### src/rtl/serial_tx_arbiter.sv
// Round-robin arbiter that picks one of NREQ result producers, latches its word
// and shifts it out MSB-first as a framed serial stream (sof/eof, source id).
module serial_tx_arbiter #(
    parameter int NREQ  = 4,
    parameter int WIDTH = 75,
    parameter int IDW   = 2,
    parameter int GAP   = 1
) (
    input  logic                  clk,
    input  logic                  rst_n,
    input  logic [NREQ-1:0]       req_valid,
    input  logic [NREQ*WIDTH-1:0] req_data,
    output logic [NREQ-1:0]       req_ready,
    input  logic                  tx_en,
    output logic                  sdout,
    output logic                  sdout_valid,
    output logic                  sof,
    output logic                  eof,
    output logic [IDW-1:0]        tx_id,
    output logic                  busy,
    output logic                  frame_done,
    output logic [15:0]           frame_cnt
);

    localparam int BCW = $clog2(WIDTH + 1);

    typedef enum logic [1:0] {ST_IDLE, ST_SHIFT, ST_GAP} state_e;

    state_e             state_q, state_d;
    logic [IDW-1:0]     ptr_q, ptr_d;
    logic [BCW-1:0]     bit_cnt_q, bit_cnt_d;
    logic [WIDTH-1:0]   shreg_q, shreg_d;
    logic [3:0]         gap_cnt_q, gap_cnt_d;
    logic               sdout_q, sdout_d;
    logic               sdout_valid_q, sdout_valid_d;
    logic               sof_q, sof_d;
    logic               eof_q, eof_d;
    logic [IDW-1:0]     tx_id_q, tx_id_d;
    logic               frame_done_q, frame_done_d;
    logic [15:0]        frame_cnt_q, frame_cnt_d;

    logic               win_vld;
    logic [IDW-1:0]     win_idx;
    logic               grant;

    // Search starts one past the last winner, so the last winner has lowest priority.
    always_comb begin
        win_vld = 1'b0;
        win_idx = '0;
        for (int k = 1; k <= NREQ; k++) begin
            if (!win_vld && req_valid[(int'(ptr_q) + k) % NREQ]) begin
                win_vld = 1'b1;
                win_idx = IDW'((int'(ptr_q) + k) % NREQ);
            end
        end
    end

    // rst_n gating keeps req_ready low while reset is held, independent of inputs.
    assign grant     = rst_n && tx_en && win_vld && (state_q == ST_IDLE);
    assign req_ready = grant ? (NREQ'(1) << win_idx) : '0;

    always_comb begin
        state_d       = state_q;
        ptr_d         = ptr_q;
        bit_cnt_d     = bit_cnt_q;
        shreg_d       = shreg_q;
        gap_cnt_d     = gap_cnt_q;
        sdout_d       = sdout_q;
        tx_id_d       = tx_id_q;
        frame_cnt_d   = frame_cnt_q;
        sdout_valid_d = 1'b0;
        sof_d         = 1'b0;
        eof_d         = 1'b0;
        frame_done_d  = 1'b0;

        case (state_q)
            ST_IDLE: begin
                if (grant) begin
                    shreg_d   = req_data[int'(win_idx)*WIDTH +: WIDTH];
                    tx_id_d   = win_idx;
                    ptr_d     = win_idx;
                    bit_cnt_d = '0;
                    state_d   = ST_SHIFT;
                end
            end
            ST_SHIFT: begin
                if (tx_en) begin
                    sdout_d       = shreg_q[WIDTH-1];
                    shreg_d       = shreg_q << 1;
                    sdout_valid_d = 1'b1;
                    sof_d         = (bit_cnt_q == '0);
                    eof_d         = (bit_cnt_q == BCW'(WIDTH - 1));
                    bit_cnt_d     = bit_cnt_q + 1'b1;
                    if (bit_cnt_q == BCW'(WIDTH - 1)) begin
                        frame_done_d = 1'b1;
                        frame_cnt_d  = frame_cnt_q + 16'd1;
                        gap_cnt_d    = '0;
                        state_d      = (GAP > 0) ? ST_GAP : ST_IDLE;
                    end
                end
            end
            ST_GAP: begin
                gap_cnt_d = gap_cnt_q + 4'd1;
                if (gap_cnt_q == 4'(GAP - 1))
                    state_d = ST_IDLE;
            end
            default: state_d = ST_IDLE;
        endcase
    end

    always_ff @(posedge clk or negedge rst_n) begin
        if (!rst_n) begin
            state_q       <= ST_IDLE;
            ptr_q         <= IDW'(NREQ - 1);
            bit_cnt_q     <= '0;
            shreg_q       <= '0;
            gap_cnt_q     <= '0;
            sdout_q       <= 1'b0;
            sdout_valid_q <= 1'b0;
            sof_q         <= 1'b0;
            eof_q         <= 1'b0;
            tx_id_q       <= '0;
            frame_done_q  <= 1'b0;
            frame_cnt_q   <= '0;
        end else begin
            state_q       <= state_d;
            ptr_q         <= ptr_d;
            bit_cnt_q     <= bit_cnt_d;
            shreg_q       <= shreg_d;
            gap_cnt_q     <= gap_cnt_d;
            sdout_q       <= sdout_d;
            sdout_valid_q <= sdout_valid_d;
            sof_q         <= sof_d;
            eof_q         <= eof_d;
            tx_id_q       <= tx_id_d;
            frame_done_q  <= frame_done_d;
            frame_cnt_q   <= frame_cnt_d;
        end
    end

    assign sdout       = sdout_q;
    assign sdout_valid = sdout_valid_q;
    assign sof         = sof_q;
    assign eof         = eof_q;
    assign tx_id       = tx_id_q;
    assign busy        = (state_q != ST_IDLE);
    assign frame_done  = frame_done_q;
    assign frame_cnt   = frame_cnt_q;

endmodule

### config.mk
export PLATFORM = sky130hd
export DESIGN_NAME = serial_tx_arbiter
export DESIGN_NICKNAME = d
export VERILOG_FILES = /design/src/rtl/serial_tx_arbiter.sv
export SDC_FILE = /design/constraint.sdc
export NUM_CORES = 1
export LEC_CHECK = 0
export ABC_CLOCK_PERIOD_IN_PS = 6650
export CAP_MARGIN = 20
export CORE_UTILIZATION = 49
export DETAILED_ROUTE_END_ITERATION = 16
export PLACE_DENSITY = 0.88
export SYNTH_ARGS = -nofsm -noshare
export SYNTH_HDL_FRONTEND = slang
export SYNTH_SLANG_ARGS = --single-unit
### constraint.sdc
create_clock -name clk -period 6.65 [get_ports clk]
set_input_delay 1.995 -clock clk [delete_from_list [all_inputs] [get_ports clk]]
set_output_delay 1.995 -clock clk [all_outputs]
set_load 0.01 [all_outputs]
==> results of run 1 <==
[routing by layer]
layer	track usage, %	wire length, um	up-vias
li1	-	-	4501
met3	6.83	3010	106
met1	44.6	12300	4666
met5	0	0	-
met4	17.1	1410	0
met2	55.8	14900	601
[stage by stage]
| stage | hold WS, ns | cell area [um^2] | power, uW | utilization, % | setup slack (ns) |
|---|---|---|---|---|---|
| after detailed placement | 0.466 | 12000 | 2840 | 69.5 | 0.473 |
| after global routing | 0.517 | 12400 | 3700 | 71.5 | 0.354 |
| after global placement | 0.457 | 12000 | 2790 | 69.5 | 0.509 |
| after CTS | 0.496 | 12400 | 3470 | 71.5 | 0.465 |
| after floorplan | 0.440 | 8670 | 2260 | - | 1.33 |
| final | 0.489 | 12400 | 3480 | 71.5 | 0.430 |
[cell type report]
class	count	area, um^2
repair buffers	356	3520
clock inverters	6	103
well taps	225	282
flip-flops and latches	112	2810
clock buffers	10	239
fillers	1369	4930
inverters	7	26.3
multi-input cells	797	5400
[kinds of logic after synthesis]
| family | after synthesis | synth area share (%) |
|---|---|---|
| compound gates | 396 | 38.4 |
| simple gates | 371 | 19.8 |
| buf+inv | 124 | 6.12 |
| flops | 112 | 32.3 |
| xor+xnor | 22 | 2.22 |
| fa+ha+maj | 6 | 0.866 |
| mux | 2 | 0.245 |
[synth_stat cells (7+ instances only)]
library cell / n / area (um^2)
xnor2_1: 14 / 123
inv_1: 7 / 26.3
buf_2: 40 / 200
dfrtp_1: 110 / 2750
o22ai_1: 74 / 463
nand2_1: 166 / 623
nand3_1: 12 / 60.1
o211a_1: 74 / 741
o221ai_1: 74 / 648
nor2_1: 84 / 315
and2_1: 76 / 475
xor2_1: 8 / 70.1
clkbuf_1: 67 / 251
o31a_1: 76 / 666
a2111oi_0: 74 / 648
[flip-flops by register name (all words and copies together) (netlist names)]
register	count
ptr_q	2
tx_id	2
gap_cnt_q	4
sof	1
eof	1
sdout	1
bit_cnt_q	7
frame_cnt	16
sdout_valid	1
state_q	2
shreg_q	75
[worst min path at each step]
stage	start	end	cells after the start
final	frame_cnt[15]	frame_cnt[15]	1
after detailed placement	shreg_q[0]	shreg_q[0]	2
after global placement	shreg_q[0]	shreg_q[0]	2
after floorplan	shreg_q[0]	shreg_q[0]	2
after CTS	frame_cnt[15]	frame_cnt[15]	1
after global routing	frame_cnt[5]	frame_cnt[5]	1
[worst max-delay path, cell delays in order]
cell	delay (ns)
clkdlybuf4s50_1	0.61
nand2b_1	0.20
a21boi_4	0.09
or3_2	0.54
nor3_1	0.15
clkdlybuf4s50_1	0.65
[power groups by stage]
stage	sequential, uW	clock, uW	combinational [uW]
floorplan	1040	0	1220
global placement	1070	0	1720
detailed placement	1080	0	1760
CTS	1070	630	1760
global route	1110	653	1940
finish	1080	621	1780
==> results.tsv, run 1 <==
stage	metric	value	unit
status	status	completed	
power_and_ir_drop	p_leak	0.00465	uW
setup_path	rr_startpoint	state_q[1]	
drt	wl	31500	um
clocking	clk_pin_slew	0.08	ns
power_and_ir_drop	p_clk_share	17.8	%
global_routing	grt_max_degree	103	
final_layout	final_nets	1596	
setup_path	endpoint	req_ready[2]	
setup_path	crit_fanout	5	
drt	routedWlPerCell	20.9	um
floorplan	dieArea	18200	um^2
yosys	synthArstFlopShare	100	%
global_routing	first_global_vias	9608	
yosys	yosysWarningCount	0	
setup_path	cp_data_arrival_time	4.22	ns
timing	skew	0.00844	ns
floorplan	start_util	50.1	%
run	cap_violations	0	
yosys	syn-num-nets	1346	
setup_path	regToRegSetupSlack	3.57	ns
setup_path	startpoint_type	primary input	
yosys	seq_area_frac_synth	32.3	%
timing	tightest_slew	1.11	ns
setup_path	worst-r2r-cell-count	7	
global_routing	overflow	0	
final_layout	diodes	0	
timing	rsz0062_at_grt	false	
drt	ant_nets	0	
drt	viasPerCell	6.53	
final_layout	layout.cells.non_filler	1513	
setup_path	worst_ep_required_time	4.66	ns
global_routing	grt_usage	34.7	%
clocking	insertion_delay	0.36	ns
drt	dr.first_iter.drc_count	883	
yosys	ys.flop_type	dfrtp_1	
clocking	cts_tree	built	
floorplan	core-area	17300	um^2
clocking	cts_sinks	112	
timing	min_period	6.22	ns
placed_design	globalplace.congestion	0.898	
setup_path	endpoint_kind	output port	
power_and_ir_drop	combPwrFrac	51.2	%
final_layout	drive_gt1_share	4.35	%
setup_path	path_class	in -> out	
yosys	syn-instance-count	1033	
setup_path	r2r-end	bit_cnt_q[6]	
clocking	cts-htree-levels	3	
timing	setup_tns	0	ns
timing	max_clock_freq	0.161	GHz
power_and_ir_drop	pwr_density_cell	282	nW/um^2
floorplan	io_pins	335	
yosys	synth.distinct_cells	46	
placed_design	placed_cells	1497	
timing	slew_viol_final	0	
timing	setup_viol	0	
placed_design	hpwl	20800	um
timing	final.period_utilization	93.5	%
drt	vias	9874	
final_layout	areaGrowthSynthToFinish	42.6	%
global_routing	antenna_found_initial	0	
drt	drcViolationCount	0	
global_routing	grt_pass1_wl	49900	um
yosys	synth_area	8670	um^2
clocking	clockBufferDepth	2	
clocking	cts_made_buffers	9	
floorplan	dieWidth	135	um
floorplan	rows	48	
clocking	ctsHoldBuffers	0	
timing	hold_viol_final	0	
timing	slew_headroom	25.6	%
clocking	cts_resized	0	
drt	firstDrtPassIters	5	
setup_path	startpoint	req_valid[3]	
worst_hold_path	hold_class	reg -> reg	
yosys	synth_edf_count	0	
final_layout	layout_common_cells	clkdlybuf4s50_1 (333), nand2_1 (164), dfrtp_1 (110)	
power_and_ir_drop	p_int	2030	uW
yosys	syn_area_per_cell	8.40	um^2
clocking	cts_root_buffer	clkbuf_16	
final_layout	final_common_cell	clkdlybuf4s50_1	
power_and_ir_drop	power_frac_seq	31.0	%
placed_design	portBuffers	334	
floorplan	die_height	135	um
power_and_ir_drop	swShare	41.7	%
power_and_ir_drop	power.switching	1450	uW
clocking	cts_setup_buffers	0	
yosys	synth-seq-cells	112	
power_and_ir_drop	vdd_drop_max	0.000219	V
Note: power is estimated with default switching activity, not from simulation.
==> inputs of run 2 (changes only) <==
- CORE_UTILIZATION: 49 -> 35
- PLACE_DENSITY: 0.88 -> 0.66
==> run 2 against run 1 <==
  * Cell count is 6.9% higher
  * Via count down 1.5%
  * Cell area rose by 0.91%
  * Largest cell class unchanged
  * Largest power group unchanged
==> results.tsv, run 2 (synthesized netlist as in run 1, its figures left out) <==
stage	metric	value	unit
drt	dr.first_iter.drc_count	944	
final_layout	drive_gt1_share	4.42	%
clocking	insertion_delay	0.36	ns
drt	viasPerCell	6.02	
power_and_ir_drop	vdd_drop_max	0.000182	V
floorplan	dieArea	25400	um^2
clocking	cts_sinks	112	
setup_path	crit_fanout	11	
final_layout	largest_reg_flops	75	
drt	firstDrtPassIters	5	
clocking	cts_made_buffers	9	
timing	setup_viol	0	
timing	final.period_utilization	93.7	%
global_routing	antenna_found_initial	4	
clocking	cts_setup_buffers	0	
setup_path	endpoint_kind	output port	
final_layout	final_nets	1597	
setup_path	path_common_cell	clkdlybuf4s50_1	
setup_path	startpoint_type	primary input	
final_layout	regMostFlops	shreg_q	
global_routing	grt_usage	25.8	%
floorplan	dieWidth	159	um
global_routing	overflow	0	
setup_path	crit_path_top_delay_cell	clkdlybuf4s50_1	
global_routing	grt_max_degree	113	
clocking	cts_tree	built	
final_layout	final_common_cell	clkdlybuf4s50_1	
final_layout	fillers	2292	
drt	vias	9727	
clocking	cts_resized	0	
power_and_ir_drop	p_leak	0.00465	uW
timing	slew_headroom	35.7	%
timing	hold_ws	0.480	ns
clocking	clockBufferDepth	2	
clocking	clk_pin_slew	0.09	ns
timing	tightest_slew	0.965	ns
timing	max_clock_freq	0.160	GHz
timing	min_period	6.23	ns
drt	routedWlPerCell	20.7	um
final_layout	utilization	51.3	%
timing	setup_tns	0	ns
setup_path	worst_ep_required_time	4.66	ns
clocking	cts-htree-levels	3	
final_layout	areaGrowthSynthToFinish	43.9	%
timing	skew	0.0104	ns
setup_path	path_class	in -> out	
clocking	ctsHoldBuffers	0	
global_routing	first_global_vias	9443	
floorplan	rows	57	
placed_design	globalplace.congestion	0.797	
worst_hold_path	hold_class	reg -> reg	
placed_design	hpwl	21500	um
floorplan	core-area	24300	um^2
setup_path	cp_num_buf_inv	2	
timing	rsz0062_at_grt	false	
global_routing	grt_pass1_wl	52700	um
setup_path	critPathTopFamily	buffers and inverters	
timing	slew_viol_final	0	
drt	drcViolationCount	0	
run	cap_violations	0	
setup_path	cp_slowest_stage_delay	0.60	ns
drt	wl	33600	um
placed_design	portBuffers	334	
power_and_ir_drop	pwr_density_cell	278	nW/um^2
setup_path	cp_data_arrival_time	4.24	ns
floorplan	die_height	159	um
final_layout	layout_common_cells	clkdlybuf4s50_1 (333), nand2_1 (164), dfrtp_1 (110)	
drt	ant_nets	0	
floorplan	start_util	35.7	%
status	status	completed	
timing	hold_viol_final	0	
setup_path	crit_chain	clkdlybuf4s50_1 > nand2b_1 > a21boi_4 > or3_4 > nor3_1 > clkdlybuf4s50_1	
clocking	cts_root_buffer	clkbuf_16	
floorplan	io_pins	335	
==> run 2: cell count changes in the layout (fill, tap and decap cells not counted) <==
cell       change
buf_4          +1
bufinv_16      -2
clkbuf_8       -1
clkinv_4       -2
clkinv_8       +1
diode_2        +4
inv_6          +1
inv_8          +3
or3_2          -1
or3_4          +1
==> run 2: routing by layer <==
metal  track usage, %  part of all wire (%)  vias to the layer above
li1                 -                     -                     4493
met1             35.1                    43                     4754
met2             42.2                    48                      445
met3             4.45                   6.7                       35
met4             6.95                   1.7                        0
met5                0                     0                        -
==> run 2: worst paths after layout <==
check | start | endpoint | slack [ns] | cells past startpoint
worst max-delay path | req_valid[3] | req_ready[2] | 0.42 | 6
worst min-delay path | frame_cnt[15] | frame_cnt[15] | 0.48 | 1
worst max register to register | state_q[1] | shreg_q[30] | 3.67 | 6
worst min register to register | frame_cnt[15] | frame_cnt[15] | 0.48 | 1
max in group asynchronous | rst_n | shreg_q[8] | 4.36 | 2
min in group asynchronous | rst_n | frame_cnt[7] | 1.78 | 2
==> run 2: cell type report <==
type	instances	area, um^2	share of cell area, %
clock buffer	9	225	1.80
tap	324	405	3.25
sequential	112	2810	22.5
antenna	4	10.0	0.0802
inverter	7	26.3	0.211
multi-input combinational	797	5400	43.3
clock inverter	7	83.8	0.672
timing repair buffer	357	3530	28.2
==> run 2: report_power, final <==
part | total [uW] | internal, uW | switching, uW | leakage, uW
clock network | 587 | 273 | 314 | 0.000152
registers | 1080 | 905 | 173 | 0.00149
logic | 1810 | 782 | 1020 | 0.00300
total | 3470 | 1960 | 1510 | 0.00465
==> run 2: per-stage QoR <==
step / instances / setup slack (ns) / instance area [um^2] / power, uW
final: 1617 / 0.419 / 12500 / 3470
after global routing: 1617 / 0.357 / 12500 / 3710
after CTS: 1613 / 0.430 / 12500 / 3480
after detailed placement: 1597 / 0.438 / 12200 / 2880
after global placement: 1597 / 0.447 / 12200 / 2860
after floorplan: 1033 / 1.33 / 8670 / 2260
==> run 2: worst reg2reg max path: stages, from the launching register on <==
cell,delay (ns)
dfrtp_1,0.42
nor2b_1,0.33
o21a_4,0.21
buf_4,0.57
buf_4,0.86
o221ai_1,0.29
o22ai_1,0.22
==> inputs of run 3 (changes only) <==
- SETUP_SLACK_MARGIN: not set -> 0.05
==> results of run 3 <==
Same layout as run 2: the final DEF is identical, and so are final timing and power.
